### src/rtl/fetch_seq_pkg.sv
// Shared types and constants for the fetch sequencer and the control decoder.
// Latency: none (definitions only).
// Backpressure: not applicable.
package fetch_seq_pkg;

  localparam int PC_W_DEF    = 10;
  localparam int INSTR_W_DEF = 9;

  // Opcodes of the 3-bit ISA; decoded by the control decoder, not here.
  localparam logic [2:0] OP_ADD  = 3'b000;
  localparam logic [2:0] OP_XOR  = 3'b001;
  localparam logic [2:0] OP_LW   = 3'b010;
  localparam logic [2:0] OP_SW   = 3'b011;
  localparam logic [2:0] OP_BEQ  = 3'b100;
  localparam logic [2:0] OP_PREP = 3'b101;
  localparam logic [2:0] OP_PSFT = 3'b110;
  localparam logic [2:0] OP_HALT = 3'b111;

  typedef enum logic [2:0] {
    IDLE    = 3'd0,
    FETCH   = 3'd1,
    EXEC    = 3'd2,
    MEMWAIT = 3'd3,
    HALTED  = 3'd4
  } state_t;

endpackage

### src/rtl/fetch_sequencer_sat_counter.sv
// Saturating up-counter used for the retired-instruction count.
// Latency: count reflects inc/clr one cycle after they are sampled.
// Backpressure: none; holds at all-ones instead of wrapping.
module sat_counter #(
  parameter int W = 16
) (
  input  logic         clk,
  input  logic         reset,
  input  logic         clr,
  input  logic         inc,
  output logic [W-1:0] count
);

  // Clear wins over increment; increment stops at the all-ones value.
  always_ff @(posedge clk) begin
    if (reset || clr) begin
      count <= '0;
    end else if (inc && (count != {W{1'b1}})) begin
      count <= count + W'(1);
    end
  end

endmodule

### src/rtl/fetch_sequencer.sv
// Multi-cycle fetch/execute sequencer owning the PC; optional retire counter via FETCH_SEQ_RETIRE_COUNT_EN.
// Latency: one instruction per (fetch latency + 1) cycles, plus MEMWAIT cycles for LW/SW.
// Backpressure: imem_req held until imem_valid; MEMWAIT stalls until dmem_done; no timeouts.
module fetch_sequencer
  import fetch_seq_pkg::*;
#(
  parameter int              PC_W       = PC_W_DEF,
  parameter int              INSTR_W    = INSTR_W_DEF,
  parameter logic [PC_W-1:0] START_ADDR = '0
) (
  input  logic               clk,
  input  logic               reset,
  input  logic               start,
  output logic               done,
  output logic               imem_req,
  output logic [PC_W-1:0]    imem_addr,
  input  logic [INSTR_W-1:0] imem_rdata,
  input  logic               imem_valid,
  output logic [INSTR_W-1:0] instr,
  output logic               instr_valid,
  input  logic               is_mem_op,
  input  logic               dmem_done,
  input  logic               branch_taken,
  input  logic [PC_W-1:0]    branch_target,
  input  logic               halt,
  output logic [PC_W-1:0]    pc,
  output logic [15:0]        instr_count
);

  state_t state;

  // The fetch address is the PC itself; it is only meaningful while imem_req is high.
  assign imem_addr = pc;

  // Sequencer FSM with registered handshake and strobe outputs.
  always_ff @(posedge clk) begin
    if (reset) begin
      state       <= IDLE;
      pc          <= START_ADDR;
      instr       <= '0;
      imem_req    <= 1'b0;
      instr_valid <= 1'b0;
      done        <= 1'b0;
    end else begin
      case (state)
        IDLE: begin
          if (start) begin
            state    <= FETCH;
            pc       <= START_ADDR;
            imem_req <= 1'b1;
          end
        end
        FETCH: begin
          if (imem_valid) begin
            state       <= EXEC;
            instr       <= imem_rdata;
            imem_req    <= 1'b0;
            instr_valid <= 1'b1;
          end
        end
        EXEC: begin
          // Decoder outputs are valid during the strobe cycle; halt beats everything,
          // and a dmem_done seen here belongs to nobody and is dropped.
          instr_valid <= 1'b0;
          if (halt) begin
            state <= HALTED;
            done  <= 1'b1;
          end else if (is_mem_op) begin
            state <= MEMWAIT;
          end else if (branch_taken) begin
            state    <= FETCH;
            pc       <= branch_target;
            imem_req <= 1'b1;
          end else begin
            state    <= FETCH;
            pc       <= pc + PC_W'(1);
            imem_req <= 1'b1;
          end
        end
        MEMWAIT: begin
          if (dmem_done) begin
            state    <= FETCH;
            pc       <= pc + PC_W'(1);
            imem_req <= 1'b1;
          end
        end
        HALTED: begin
          if (start) begin
            state    <= FETCH;
            pc       <= START_ADDR;
            done     <= 1'b0;
            imem_req <= 1'b1;
          end
        end
        default: begin
          state       <= IDLE;
          imem_req    <= 1'b0;
          instr_valid <= 1'b0;
          done        <= 1'b0;
        end
      endcase
    end
  end

`ifdef FETCH_SEQ_RETIRE_COUNT_EN
  logic retire;
  logic count_clr;

  // An instruction retires leaving EXEC to FETCH, entering HALTED, or leaving MEMWAIT.
  always_comb begin
    retire    = 1'b0;
    count_clr = 1'b0;
    if (state == EXEC && (halt || !is_mem_op)) retire = 1'b1;
    if (state == MEMWAIT && dmem_done) retire = 1'b1;
    if (start && (state == IDLE || state == HALTED)) count_clr = 1'b1;
  end

  sat_counter #(.W(16)) u_retire_cnt (
    .clk   (clk),
    .reset (reset),
    .clr   (count_clr),
    .inc   (retire),
    .count (instr_count)
  );
`else
  assign instr_count = 16'h0000;
`endif

endmodule

### config.mk
export PLATFORM = sky130hd
export DESIGN_NAME = fetch_sequencer
export DESIGN_NICKNAME = d
export VERILOG_FILES = /design/src/rtl/fetch_seq_pkg.sv /design/src/rtl/fetch_sequencer_sat_counter.sv /design/src/rtl/fetch_sequencer.sv
export SDC_FILE = /design/constraint.sdc
export NUM_CORES = 1
export LEC_CHECK = 0
export CORE_ASPECT_RATIO = 1.5
export CORE_MARGIN = 4
export CORE_UTILIZATION = 40
export DETAILED_ROUTE_END_ITERATION = 10
export PLACE_DENSITY = 0.79
export REMOVE_ABC_BUFFERS = 1
export SLEW_MARGIN = 10
export SYNTH_ARGS = -nofsm -noshare
export SYNTH_HDL_FRONTEND = slang
export SYNTH_HIERARCHICAL = 1
export SYNTH_SLANG_ARGS = --single-unit
### constraint.sdc
create_clock -name clk -period 4.9 [get_ports clk]
set_input_delay 0.98 -clock clk [delete_from_list [all_inputs] [get_ports clk]]
set_output_delay 0.98 -clock clk [all_outputs]
set_load 0.02 [all_outputs]
# Word-level counts from Yosys, hierarchy flattened
# Index checks and enable logic that the tools add are counted.
# Widths: inputs -> output; s select.
[totals] out_inout_bits=48 wordCells=54 ff_bits=25
[classes] add_sub_neg=1 n_eq_ne=11 mux=23 n_reduce_logical=11 bitwise_logic=2
[ops] cell="$mux 10" n=5
[ops] cell="$pmux 10 s3" n=1
[ops] cell="$mux 3" n=4
[ops] cell="$ne 2x2->1 const B" n=6
[ops] cell="$pmux 3 s4" n=1
[ops] cell="$add 10x1->10 const B" n=1
[ops] cell="$reduce_and 5->1" n=2
[ops] cell="$mux 1" n=8
[ops] cell="$eq 3x2->1 const B" n=2
[ops] cell="$reduce_and 3->1" n=2
[ops] cell="$reduce_or 3->1" n=2
[ops] cell="$pmux 1 s4" n=1
[ops] cell="$reduce_and 2->1" n=2
[ops] cell="$eq 3x1->1 const B" n=1
[ops] cell="$eq 3x3->1 const B" n=1
[ops] cell="$logic_not 3->1" n=1
[ops] cell="$pmux 1 s3" n=1
[ops] cell="$reduce_bool 3->1" n=1
[ops] cell="$mux 2" n=1
[ops] cell="$ne 2x1->1 const B" n=1
[ops] cell="$not 1->1" n=2
[ops] cell="$pmux 1 s2" n=1
[ops] cell="$reduce_or 2->1" n=1

# Logic depth before layout (Yosys ltp)
[depth] word_depth=5 ltp_mapped=8 depth_no_buf=6

# Least setup slack after synthesis
# Ideal clock, no wire load.
[synth_timing] path_type="input to register" from="input branch_taken" to="register pc[2] (netlist: imem_addr[2])" t_required_ns=4.821 path_slack_ns=2.868 path_buffers=1 arrival_ns=1.953 setup_ns=0.079 cell_stages=6 path_cell_list="inv_1 -> a211oi_4 -> buf_6 -> nand2_2 -> a32o_1 -> a211oi_2"
[synth_via] elab_chain_len=4
[synth_rtl] item="start: declaration" line_no="fetch_sequencer.sv:23" text="input logic branch_taken,"
[synth_rtl] item="$mux 10" line_no="fetch_sequencer.sv:70" text="end else if (branch_taken) begin"
[synth_rtl] item="$mux 10" line_no="fetch_sequencer.sv:68" text="end else if (is_mem_op) begin"
[synth_rtl] item="$mux 10" line_no="fetch_sequencer.sv:65" text="if (halt) begin"
[synth_rtl] item="$pmux 10 s3" line_no="fetch_sequencer.sv:45" text="case (state)"
[synth_rtl] item="end signal: assignment" line_no="fetch_sequencer.sv:72" text="pc <= branch_target;"
[synth_rtl] item="end signal: assignment" line_no="fetch_sequencer.sv:76" text="pc <= pc + PC_W'(1);"
[synth_rtl] item="end signal: assignment" line_no="fetch_sequencer.sv:83" text="pc <= pc + PC_W'(1);"
[synth_rtl] item="end: declaration" line_no="fetch_sequencer.sv:26" text="output logic [PC_W-1:0] pc,"
# Every way passes these cells. The select of a mux whose other input is x is not followed.
# A chain may end at the register's enable or synchronous reset.

# Worst setup path in the final report
[layout_timing] from="input branch_taken" to="register pc[9] (netlist: imem_addr[9])"
# Same word-level chain as after synthesis.

==> results.json <==
{
  "setup_tns_ps": 0,
  "rows": 27,
  "crit_slowest_cell": "a211oi_4",
  "syn_inst": 197,
  "vdd_drop_max_v": 0.000186,
  "synth.top_cell.area_share_pct": 32.0,
  "clk_pin_slew_ps": 90,
  "cp-start-kind": "primary input",
  "final_cells": 281,
  "post_cts_resized": 0,
  "grt_pass1_wl_um": 6400,
  "avgSynthCellArea_um2": 7.94,
  "r2r-end": "imem_addr[9]",
  "h-tree-depth": 1,
  "postCtsSetupRepairBufs": 0,
  "syn_area_um2": 1560,
  "cts_hold_buf": 0,
  "cts_sinks": 25,
  "drtPass1Iterations": 4,
  "critical_path_class": "in2reg",
  "drive_above_1_share_pct": 5.04,
  "grt_max_degree": 27,
  "cts_buffer_depth": 2,
  "synth_top_cell_by_area": "dfxtp_1",
  "initial_core_util_pct": 42.1,
  "crit_path_end_kind": "register",
  "fmax_ghz": 0.385,
  "yosys-top-cells-area": "dfxtp_1 32%, buf_4 13%, a21oi_1 6.7%",
  "power.total_uw": 484,
  "outcome": "finished, final reports clean",
  "rsz0062_at_grt": "no",
  "fin_skew_ps": 4.46,
  "synth_edf_count": 0,
  "fp.dieArea_um2": 5000,
  "max-cap-violations": 0,
  "grt_overflow": 0,
  "totalWireLength_um": 3900,
  "arrival_ps": 2740,
  "grt_use_total_pct": 15.9,
  "cp_max_fo": 13,
  "yosysSeqAreaShare_pct": 32.0,
  "cts_made_buffers": 3,
  "maxSlewViolCount": 0,
  "synth.most_common_cell": "buf_4",
  "cp_cell_sequence": "clkdlybuf4s50_1, inv_1, a211oi_4, a2111oi_0, a2111oi_1",
  "worstRegToRegCells": 4,
  "die_h_um": 84.6,
  "slowest_delay_ps": 490,
  "clock_latency_ps": 270,
  "grt_pass1_vias": 1481,
  "drcViolationCount": 0,
  "placed_cells_incl_taps": 277,
  "die_w_um": 59.1,
  "yosysUniqueCellTypes": 44,
  "worstPathRequired_ps": 5050,
  "fin_nets": 267,
  "ys_ff_latch": 25,
  "grt_antenna_before_repair": 0,
  "regArea_um2": 500,
  "worst_pin_slew_ps": 942,
  "multiInputGateArea_um2": 838,
  "power.density_nw_per_um2": 237,
  "hold_slack_ps": 459,
  "postRouteAntennaNets": 0,
  "yosysWarningCount": 6,
  "n_antenna_cell": 0,
  "ios": 75,
  "synth_ff_type": "dfxtp_1",
  "fin_crit_ps": 2600,
  "drtIter0Drc": 46,
  "core_area_um2": 3720,
  "clock-root-buffer": "clkbuf_8",
  "ys_async_sr_fraction_pct": 0,
  "wl_per_cell_um": 13.9,
  "slew_headroom_pct": 37.0,
  "hold_path.class": "reg2reg",
  "fill_cells": 342,
  "yosys-top-cells-count": "27 x buf_4, 25 x dfxtp_1, 24 x nand2_1, 21 x a21oi_1, 15 x nor2_1",
  "io_buffers": 58,
  "viasPerCell": 5.28,
  "hold_viol": 0,
  "setup_violations": 0,
  "tritoncts": "built",
  "startpoint": "branch_taken",
  "syn2layout_area_growth_pct": 30.8,
  "p_leak_nw": 0.702,
  "detailedPlacementHpwl_um": 2880,
  "r2r_setup_slack_ps": 2610,
  "period_share_pct": 53.0,
  "timing.rr.start": "state[0]",
  "cp-endpoint": "imem_addr[9]",
  "vias": 1485,
  "gp_congestion": 0.775
}
-- layer usage --
metal	vias to the layer above	wire, um	global-route usage, %
met4	0	60	5.77
met3	7	285	2.62
met1	676	1570	18.7
met2	63	1980	27.8
li1	739	-	-
met5	-	0	0
-- flip-flops by register name, summed over array words and instances (netlist names) --
| name | count |
|---|---|
| instr | 9 |
| imem_addr | 10 |
| state | 3 |
| instr_valid | 1 |
| done | 1 |
| imem_req | 1 |
-- how the worst min path moves through the flow --
stage / slack (ps) / startpoint / cells past startpoint / to
floorplan: 530 / instr[0] / 2 / instr[0]
global placement: 440 / instr[3] / 2 / instr[3]
detailed placement: 450 / instr[3] / 2 / instr[3]
CTS: 460 / instr[3] / 2 / instr[3]
global route: 490 / instr[2] / 2 / instr[2]
finish: 460 / instr[3] / 2 / instr[3]
-- per-stage QoR --
step	worst slack, ps	utilization (%)	cell area [um2]
after CTS	2350	55.1	2050
final	2300	55.1	2050
after global placement	2140	53.8	2000
after global routing	2220	55.1	2050
after detailed placement	2050	53.8	2000
after floorplan	2800	-	1370
-- final cells by class --
| type | count | area share (%) |
|---|---|---|
| multi-input cells | 144 | 41.0 |
| repair buffers | 58 | 28.4 |
| flip-flops and latches | 25 | 24.5 |
| well taps | 43 | 2.63 |
| clock buffers | 3 | 2.02 |
| inverters | 7 | 1.28 |
| clock inverters | 1 | 0.245 |
-- cell families after synthesis --
kind of cell             after synthesis  synth area share [%]
adder cells (fa/ha/maj)                1                 0.800
AO/OA/AOI/OAI                         60                  28.2
flip-flops                            25                  32.0
other                                  1                 0.240
AND/OR/NAND/NOR                       66                  20.2
buffers and inverters                 43                  18.0
XOR/XNOR                               1                 0.560
-- cells in the final DEF (no fill, tap or decap), drive strengths merged, types with 4 or more instances in the layout --
master,netlist,final
conb,1,16
dfxtp,25,25
a21oi,21,21
o21ai,6,6
nand2,25,25
nor3,8,8
a211oi,5,5
nor2b,4,4
o2bb2ai,5,5
clkdlybuf4s50,0,58
nor2,15,15
a22oi,4,4
inv,7,7
-- report_power, final --
part	leakage, nW	switching, mW	internal [mW]
combinational	0.474	0.0736	0.0606
sequential	0.203	0.0147	0.213
clock	0.0255	0.0654	0.0569
total	0.702	0.154	0.330
-- worst max-delay path: cells and delay by family --
kind | cells | cell delay (ps)
AOI/OAI and AO/OA | 3 | 1140
buffers and inverters | 2 | 620
(Power assumes the default switching activity.)
